File: config.mk
export PLATFORM = sky130hd
export DESIGN_NAME = alu_arbiter_flat
export DESIGN_NICKNAME = d
export VERILOG_FILES = /design/src/rtl/alu_arbiter_if.sv /design/src/rtl/alu_arbiter.sv /design/src/flat_wrapper.sv
export SDC_FILE = /design/constraint.sdc
export NUM_CORES = 1
export LEC_CHECK = 0
export ABC_AREA = 1
export ABC_CLOCK_PERIOD_IN_PS = 3800
export BUFFER_PORTS_ARGS = -buffer_cell sky130_fd_sc_hd__clkbuf_2
export CORE_MARGIN = 4
export CORE_UTILIZATION = 41
export DETAILED_ROUTE_END_ITERATION = 10
export GPL_TIMING_DRIVEN = 0
export PLACE_DENSITY = 0.82
export SYNTH_ARGS = -nofsm -noshare
export SYNTH_HDL_FRONTEND = slang
export SYNTH_SLANG_ARGS = --single-unit
File: constraint.sdc
create_clock -name clk -period 3.8 [get_ports clk]
set_clock_uncertainty 0.1 [all_clocks]
set_input_delay 0.19 -clock clk [delete_from_list [all_inputs] [get_ports clk]]
set_output_delay 0.19 -clock clk [all_outputs]
set_load 0.03 [all_outputs]
File: src/rtl/alu_arbiter_if.sv
// Bus bundle between the two command requesters, the response consumer and
// the shared ALU. The arbiter uses the slave view; the surrounding system
// (requesters, consumer and ALU model) uses the master view.
interface alu_arbiter_if #(
  parameter int W = 4
);
  logic         req0_valid;
  logic         req0_ready;
  logic [2:0]   req0_func;
  logic [W-1:0] req0_a;
  logic [W-1:0] req0_b;

  logic         req1_valid;
  logic         req1_ready;
  logic [2:0]   req1_func;
  logic [W-1:0] req1_a;
  logic [W-1:0] req1_b;

  logic         rsp_valid;
  logic         rsp_ready;
  logic         rsp_id;
  logic [W-1:0] rsp_result;
  logic         rsp_cout;
  logic         rsp_overflow;
  logic         rsp_zero;

  logic [2:0]   alu_func;
  logic [W-1:0] alu_a;
  logic [W-1:0] alu_b;
  logic [W-1:0] alu_result;
  logic         alu_cout;
  logic         alu_overflow;

  modport slave (
    input  req0_valid, req0_func, req0_a, req0_b,
    input  req1_valid, req1_func, req1_a, req1_b,
    input  rsp_ready, alu_result, alu_cout, alu_overflow,
    output req0_ready, req1_ready,
    output rsp_valid, rsp_id, rsp_result, rsp_cout, rsp_overflow, rsp_zero,
    output alu_func, alu_a, alu_b
  );

  modport master (
    output req0_valid, req0_func, req0_a, req0_b,
    output req1_valid, req1_func, req1_a, req1_b,
    output rsp_ready, alu_result, alu_cout, alu_overflow,
    input  req0_ready, req1_ready,
    input  rsp_valid, rsp_id, rsp_result, rsp_cout, rsp_overflow, rsp_zero,
    input  alu_func, alu_a, alu_b
  );
endinterface

File: src/rtl/alu_arbiter.sv
// alu_arbiter: shares one W-bit ALU between two requesters. One command at a
// time is accepted, held on the ALU inputs for ALU_LAT cycles, and its result
// and flags are returned on a tagged response channel.
// Build option: define ALU_ARB_RR_EN for round-robin arbitration; without it
// req0 has fixed priority over req1.
module alu_arbiter #(
  parameter int W       = 4,
  parameter int ALU_LAT = 1
) (
  input  logic         clk,
  input  logic         rst,
  alu_arbiter_if.slave bus,
  output logic         busy
);
  typedef enum logic [1:0] {IDLE, EXEC, RESP} state_t;

  // Counter value on the last EXEC cycle (ALU_LAT is limited to 1..4).
  localparam logic [1:0] LAST_CNT = 2'(ALU_LAT - 1);

  state_t     state;
  logic [1:0] cnt;
  logic       last_grant;
  logic       cmd_id;
  logic       grant;
  logic       accept;

  // Pick the requester that would be served if the arbiter is idle.
  always_comb begin
    grant = 1'b0;
`ifdef ALU_ARB_RR_EN
    if (bus.req0_valid && bus.req1_valid) grant = ~last_grant;
    else                                  grant = bus.req1_valid;
`else
    grant = bus.req1_valid & ~bus.req0_valid;
`endif
  end

`ifdef ALU_ARB_RR_EN
`else
  // Fixed priority keeps last_grant tracked but never consults it.
  logic unused_last_grant;
  assign unused_last_grant = last_grant;
`endif

  assign bus.req0_ready = (state == IDLE) && !grant;
  assign bus.req1_ready = (state == IDLE) &&  grant;
  assign accept         = (state == IDLE) && (grant ? bus.req1_valid : bus.req0_valid);

  // Command sequencing: accept, hold operands on the ALU, capture, respond.
  always_ff @(posedge clk or negedge rst) begin
    if (!rst) begin
      state            <= IDLE;
      busy             <= 1'b0;
      cnt              <= '0;
      last_grant       <= 1'b1;
      cmd_id           <= 1'b0;
      bus.alu_func     <= '0;
      bus.alu_a        <= '0;
      bus.alu_b        <= '0;
      bus.rsp_valid    <= 1'b0;
      bus.rsp_id       <= 1'b0;
      bus.rsp_result   <= '0;
      bus.rsp_cout     <= 1'b0;
      bus.rsp_overflow <= 1'b0;
      bus.rsp_zero     <= 1'b0;
    end else begin
      case (state)
        IDLE: begin
          if (accept) begin
            // The alu_* registers double as the command register.
            bus.alu_func <= grant ? bus.req1_func : bus.req0_func;
            bus.alu_a    <= grant ? bus.req1_a    : bus.req0_a;
            bus.alu_b    <= grant ? bus.req1_b    : bus.req0_b;
            cmd_id       <= grant;
            last_grant   <= grant;
            cnt          <= '0;
            busy         <= 1'b1;
            state        <= EXEC;
          end
        end
        EXEC: begin
          if (cnt == LAST_CNT) begin
            bus.rsp_result   <= bus.alu_result;
            bus.rsp_cout     <= bus.alu_cout;
            bus.rsp_overflow <= bus.alu_overflow;
            bus.rsp_zero     <= ~|bus.alu_result;
            bus.rsp_id       <= cmd_id;
            bus.rsp_valid    <= 1'b1;
            state            <= RESP;
          end else begin
            cnt <= cnt + 2'd1;
          end
        end
        RESP: begin
          if (bus.rsp_ready) begin
            bus.rsp_valid <= 1'b0;
            busy          <= 1'b0;
            state         <= IDLE;
          end
        end
        default: begin
          busy  <= 1'b0;
          state <= IDLE;
        end
      endcase
    end
  end
endmodule

File: src/flat_wrapper.sv
// flat-port wrapper written by rule: the top's interface ports become plain ports
module alu_arbiter_flat 
#(
  parameter int W       = 4,
  parameter int ALU_LAT = 1
)
  (clk, rst, busy, bus_req0_valid, bus_req0_func, bus_req0_a, bus_req0_b, bus_req1_valid, bus_req1_func, bus_req1_a, bus_req1_b, bus_rsp_ready, bus_alu_result, bus_alu_cout, bus_alu_overflow, bus_req0_ready, bus_req1_ready, bus_rsp_valid, bus_rsp_id, bus_rsp_result, bus_rsp_cout, bus_rsp_overflow, bus_rsp_zero, bus_alu_func, bus_alu_a, bus_alu_b);
  alu_arbiter_if #(.W(W)) bus_i ();
  input  logic clk;
  input  logic rst;
  output logic busy;
  input wire logic [$bits(bus_i.req0_valid)-1:0] bus_req0_valid;
  input wire logic [$bits(bus_i.req0_func)-1:0] bus_req0_func;
  input wire logic [$bits(bus_i.req0_a)-1:0] bus_req0_a;
  input wire logic [$bits(bus_i.req0_b)-1:0] bus_req0_b;
  input wire logic [$bits(bus_i.req1_valid)-1:0] bus_req1_valid;
  input wire logic [$bits(bus_i.req1_func)-1:0] bus_req1_func;
  input wire logic [$bits(bus_i.req1_a)-1:0] bus_req1_a;
  input wire logic [$bits(bus_i.req1_b)-1:0] bus_req1_b;
  input wire logic [$bits(bus_i.rsp_ready)-1:0] bus_rsp_ready;
  input wire logic [$bits(bus_i.alu_result)-1:0] bus_alu_result;
  input wire logic [$bits(bus_i.alu_cout)-1:0] bus_alu_cout;
  input wire logic [$bits(bus_i.alu_overflow)-1:0] bus_alu_overflow;
  output wire logic [$bits(bus_i.req0_ready)-1:0] bus_req0_ready;
  output wire logic [$bits(bus_i.req1_ready)-1:0] bus_req1_ready;
  output wire logic [$bits(bus_i.rsp_valid)-1:0] bus_rsp_valid;
  output wire logic [$bits(bus_i.rsp_id)-1:0] bus_rsp_id;
  output wire logic [$bits(bus_i.rsp_result)-1:0] bus_rsp_result;
  output wire logic [$bits(bus_i.rsp_cout)-1:0] bus_rsp_cout;
  output wire logic [$bits(bus_i.rsp_overflow)-1:0] bus_rsp_overflow;
  output wire logic [$bits(bus_i.rsp_zero)-1:0] bus_rsp_zero;
  output wire logic [$bits(bus_i.alu_func)-1:0] bus_alu_func;
  output wire logic [$bits(bus_i.alu_a)-1:0] bus_alu_a;
  output wire logic [$bits(bus_i.alu_b)-1:0] bus_alu_b;
  assign bus_i.req0_valid = bus_req0_valid;
  assign bus_i.req0_func = bus_req0_func;
  assign bus_i.req0_a = bus_req0_a;
  assign bus_i.req0_b = bus_req0_b;
  assign bus_i.req1_valid = bus_req1_valid;
  assign bus_i.req1_func = bus_req1_func;
  assign bus_i.req1_a = bus_req1_a;
  assign bus_i.req1_b = bus_req1_b;
  assign bus_i.rsp_ready = bus_rsp_ready;
  assign bus_i.alu_result = bus_alu_result;
  assign bus_i.alu_cout = bus_alu_cout;
  assign bus_i.alu_overflow = bus_alu_overflow;
  assign bus_req0_ready = bus_i.req0_ready;
  assign bus_req1_ready = bus_i.req1_ready;
  assign bus_rsp_valid = bus_i.rsp_valid;
  assign bus_rsp_id = bus_i.rsp_id;
  assign bus_rsp_result = bus_i.rsp_result;
  assign bus_rsp_cout = bus_i.rsp_cout;
  assign bus_rsp_overflow = bus_i.rsp_overflow;
  assign bus_rsp_zero = bus_i.rsp_zero;
  assign bus_alu_func = bus_i.alu_func;
  assign bus_alu_a = bus_i.alu_a;
  assign bus_alu_b = bus_i.alu_b;
  alu_arbiter #(.W(W), .ALU_LAT(ALU_LAT)) u_core (.clk(clk), .rst(rst), .bus(bus_i), .busy(busy));
endmodule
# Word level (Yosys, flattened, before mapping)
# Index checks and enable logic that the tools add are counted.
# W data, S select, Z words.
# totals
n_memories	0
latchBits	0
out_inout_bits	23
elab_cells	55
input_bits	33
ramBits	0
register_bits	26
rom_bits	0
# op_classes
n_lt_le_gt_ge	0
n_eq_ne	6
bitwise	3
add_sub_neg	1
n_div	0
mux	16
n_mul	0
reduce_logical	16
n_shift	0
# op_table
operator	count
$reduce_and A3 Y1	4
$mux W2	5
$mux W4	2
$pmux W2 S3	1
$logic_not A2 Y1	2
$mux W1	4
$ne A2 B1 Y1 const B	2
$ne A2 B2 Y1 const B	2
$pmux W2 S2	1
$reduce_and A2 Y1	2
$reduce_bool A2 Y1	2
$reduce_or A4 Y1	1
$logic_and A1 B1 Y1	3
$mux W3	1
$pmux W1 S3	1
$add A2 B1 Y2 const B	1
$eq A2 B1 Y1 const B	1
$eq A2 B2 Y1 const B	1
$logic_not A1 Y1	2
$not A1 Y1	2
$pmux W1 S2	1
$and A1 B1 Y1	1

# Longest topological paths before layout
# depth
word_depth	6
mapped_depth	7
mapped_depth_nobuf	6

# Worst setup path after synthesis
# Ideal clock, no wire load.
# synth_timing
path_kind	register -> output
from	reg u_core.state[0]
to	out bus_req0_ready
stages_incl_launch_ff	5
setup_slack_ps	2356
n_path_buf	1
required_ps	3510
arrival_ps	1154
path_cell_list	dfrtp_1 > buf_6 > nor2_4 > inv_1 > a21oi_1
# synth_between
elab_chain_cells	2
# synth_lines
item	line_no	text
start: declaration	alu_arbiter.sv:20	state_t state;
start signal: assignment	alu_arbiter.sv:52	state <= IDLE;
start signal: assignment	alu_arbiter.sv:78	state <= EXEC;
start signal: assignment	alu_arbiter.sv:89	state <= RESP;
$logic_not A2 Y1	alu_arbiter.sv:45	assign bus.req0_ready = (state == IDLE) && !grant;
$logic_and A1 B1 Y1	alu_arbiter.sv:45	
end: declaration	flat_wrapper.sv:24	output wire logic [$bits(bus_i.req0_ready)-1:0] bus_req0_ready;
# No other way between the ends.

# Final worst setup path
# Same ends and word-level chain as after synthesis.

==> run_results.csv <==
group,metric,value,unit
power,power.density,799,nW/um^2
sta,rsz0062_at_grt,"false",
die,fp-row-count,19,
route,first_pass_iters,4,
synth,synth_area_per_cell,8.01,sq um
synth,yosysTopAreaCellShare,51.4,%
setup_path,r2r_start,"u_core.cnt[0]$_DFFE_PN0P_",
setup_path,critPathKind,"reg2out",
die,die_w,63.6,um
synth,syn-cell-area,1270,sq um
power,ir_drop,0.000406,V
worst_hold_path,min_from,"bus_alu_result[0]",
grt,grt_pass1_wl,4.98,mm
route,drt_iter0_markers,45,
setup_path,end_kind,"primary output",
die,die_y,63.6,um
sta,max_freq,594,MHz
die,io_pins,56,
worst_hold_path,min_path_type,"in2reg",
grt,grt_use_total,15.3,%
route,routed_wire_length_per_instance,11.5,um
synth,synth-seq-cells,26,
route,wl,2.93,mm
clock_tree,htree_levels,1,
sta,slew_viol_final,0,
setup_path,cp_cell_sequence,"buf_6, nor2_4, inv_1, a21oi_1, clkbuf_2",
placement,dp_hpwl,2.24,mm
clock_tree,clock_path_buffers,2,
final_layout,syn2layout_area_growth,32.4,%
clock_tree,cts_buffers,3,
clock_tree,root_buffer,"clkbuf_4",
final_layout,nNetsFinal,258,
synth,synth_warnings,0,
placement,dpl.cell_count,244,
die,dieArea,4040,sq um
sta,min_period,1.68,ns
setup_path,start_kind,"flop",
sta,hold_violations,0,
final_layout,drive_gt1_share,32.3,%
setup_path,slowest_stage,"dfrtp_1",
clock_tree,cts.sinks,26,
sta,hold_slack,0.0186,ns
synth,synth_top_area_cell,"dfrtp_1",
synth,ys_seq_area_share,51.4,%
final_layout,antennaDiodeCount,0,
run_status,status,"finished clean",
route,ant_nets,0,
clock_tree,clk_pin_slew,0.14,ns
route,vias,1190,
final_layout,mostFrequentLayoutCell,"nand2_1",
synth,synth_nets,192,
final_layout,final_cell_mix,"nand2_1 (73), clkbuf_2 (55), dfrtp_1 (26)",
clock_tree,cts_tree,"built",
setup_path,critical_path.top_delay_family,"buffers and inverters",
grt,overflow,0,
power,p_leak,1.00,nW
run,cap_violations,0,
grt,antenna_found_initial,0,
grt,grt_pass1_vias,1214,
placement,port_buffers,55,
route,drcViolationCount,0,
clock_tree,clkLatencyLatePin,0.32,ns
clock_tree,postCtsSetupBuffers,0,
clock_tree,cts_resized,0,
final_layout,post-route-util,58.8,%
synth,synth_cells,158,
setup_path,crit_path_max_fanout,8,
setup_path,arrival,1.39,ns
power,total_power,1.34,mW
sta,setup_viol,0,
setup_path,startpoint,"u_core.state[0]$_DFFE_PN0P_",
die,initial_core_util,44.4,%
setup_path,cp.required,3.51,ns
route,routed_via_density,4.69,
synth,ys_types,20,
sta,maxSlewHeadroom,58.3,%
sta,worst_slew_pin_slew,0.625,ns
setup_path,cp_num_buf_inv,3,
final_layout,final_cells,254,
synth,synth.top_cells.by_area,"dfrtp_1 (51%), nand2_1 (22%), nand3_1 (5.9%), inv_1 (3.9%), o21ai_0 (3.2%)",
grt,grt_max_degree,27,
sta,fin_setup_tns,0,ns
placement,routabilityCongestion,0.731,
setup_path,cp_slowest_stage_delay,0.39,ns
die,core_area,2850,sq um
sta,period_share,44.3,%
-- metrics by stage --
step                      cell area (sq um)  setup WS [ns]
after floorplan                        1270           2.36
after global placement                 1580           2.48
after detailed placement               1580           2.47
after CTS                              1680           2.10
after global routing                   1680           2.02
final                                  1680           2.12
-- where the power goes --
| group | internal, mW | switching [mW] | total (mW) |
|---|---|---|---|
| clock | 0.0586 | 0.0784 | 0.137 |
| combinational | 0.232 | 0.500 | 0.731 |
| sequential | 0.401 | 0.0704 | 0.471 |
-- worst paths after layout --
kind                                                        endpoint  slack, ns  cells past startpoint
worst max-delay path                                  bus_req0_ready       2.12                      5
worst min-delay path            u_core.bus.rsp_result[0]$_DFFE_PN0P_       0.02                      3
worst max register to register  u_core.bus.rsp_result[0]$_DFFE_PN0P_       2.47                      5
worst min register to register       u_core.bus.alu_a[2]$_DFFE_PN0P_       0.39                      2
max in group asynchronous            u_core.bus.alu_a[2]$_DFFE_PN0P_       2.89                      2
min in group asynchronous       u_core.bus.rsp_result[3]$_DFFE_PN0P_       0.30                      2
-- final cells by class --
cell class / instances / area [sq um]
buffer: 7 / 62.6
sequential: 26 / 651
tap: 31 / 38.8
fill: 282 / 1180
timing repair buffer: 61 / 335
inverter: 15 / 58.8
clock buffer: 4 / 36.3
multi-input combinational: 110 / 494
-- state kept, by name (all words and copies together) (netlist names) --
signal / cells
u_core.bus.alu_a: 4
u_core.bus.alu_b: 4
u_core.bus.rsp_result: 4
u_core.bus.alu_func: 3
u_core.cnt: 2
u_core.state: 2
u_core.bus.rsp_cout: 1
u_core.bus.rsp_id: 1
u_core.bus.rsp_overflow: 1
u_core.bus.rsp_valid: 1
u_core.bus.rsp_zero: 1
u_core.busy: 1
u_core.cmd_id: 1
-- Yosys cell counts (all sizes together) --
library cell,n
dfrtp,26
clkbuf,1
nand3,16
nand2,75
nand4,2
ha,1
buf,6
o21ai,10
a21oi,1
nor2,4
o31ai,1
inv,15
-- kinds of logic after synthesis --
kind of cell    share of synthesized area (%)
simple gates                             33.1
fa+ha+maj                               0.988
buf+inv                                  9.58
compound gates                           4.94
flops                                    51.4
-- worst reg2reg max path, stage by stage (launching register included) --
cell and delay (ns):
dfrtp_1 0.40, inv_1 0.08, ha_1 0.22, nand3_4 0.14, buf_6 0.17, o21ai_0 0.16
-- layer usage --
| layer | global-route usage [%] | wire length [um] | share of wire (%) | vias to the layer above |
|---|---|---|---|---|
| li1 | - | - | - | 624 |
| met1 | 17.6 | 1260 | 43 | 520 |
| met2 | 27.4 | 1400 | 48 | 42 |
| met3 | 3.37 | 233 | 8.0 | 4 |
| met4 | 5.66 | 29 | 0.99 | 0 |
| met5 | 0 | 0 | 0 | - |
-- timing repair --
item                                   CTS  global route
endpoints found under the hold margin   31             0
setup endpoints to repair                0             0
hold buffers                             6             0
(Power assumes the default switching activity.)
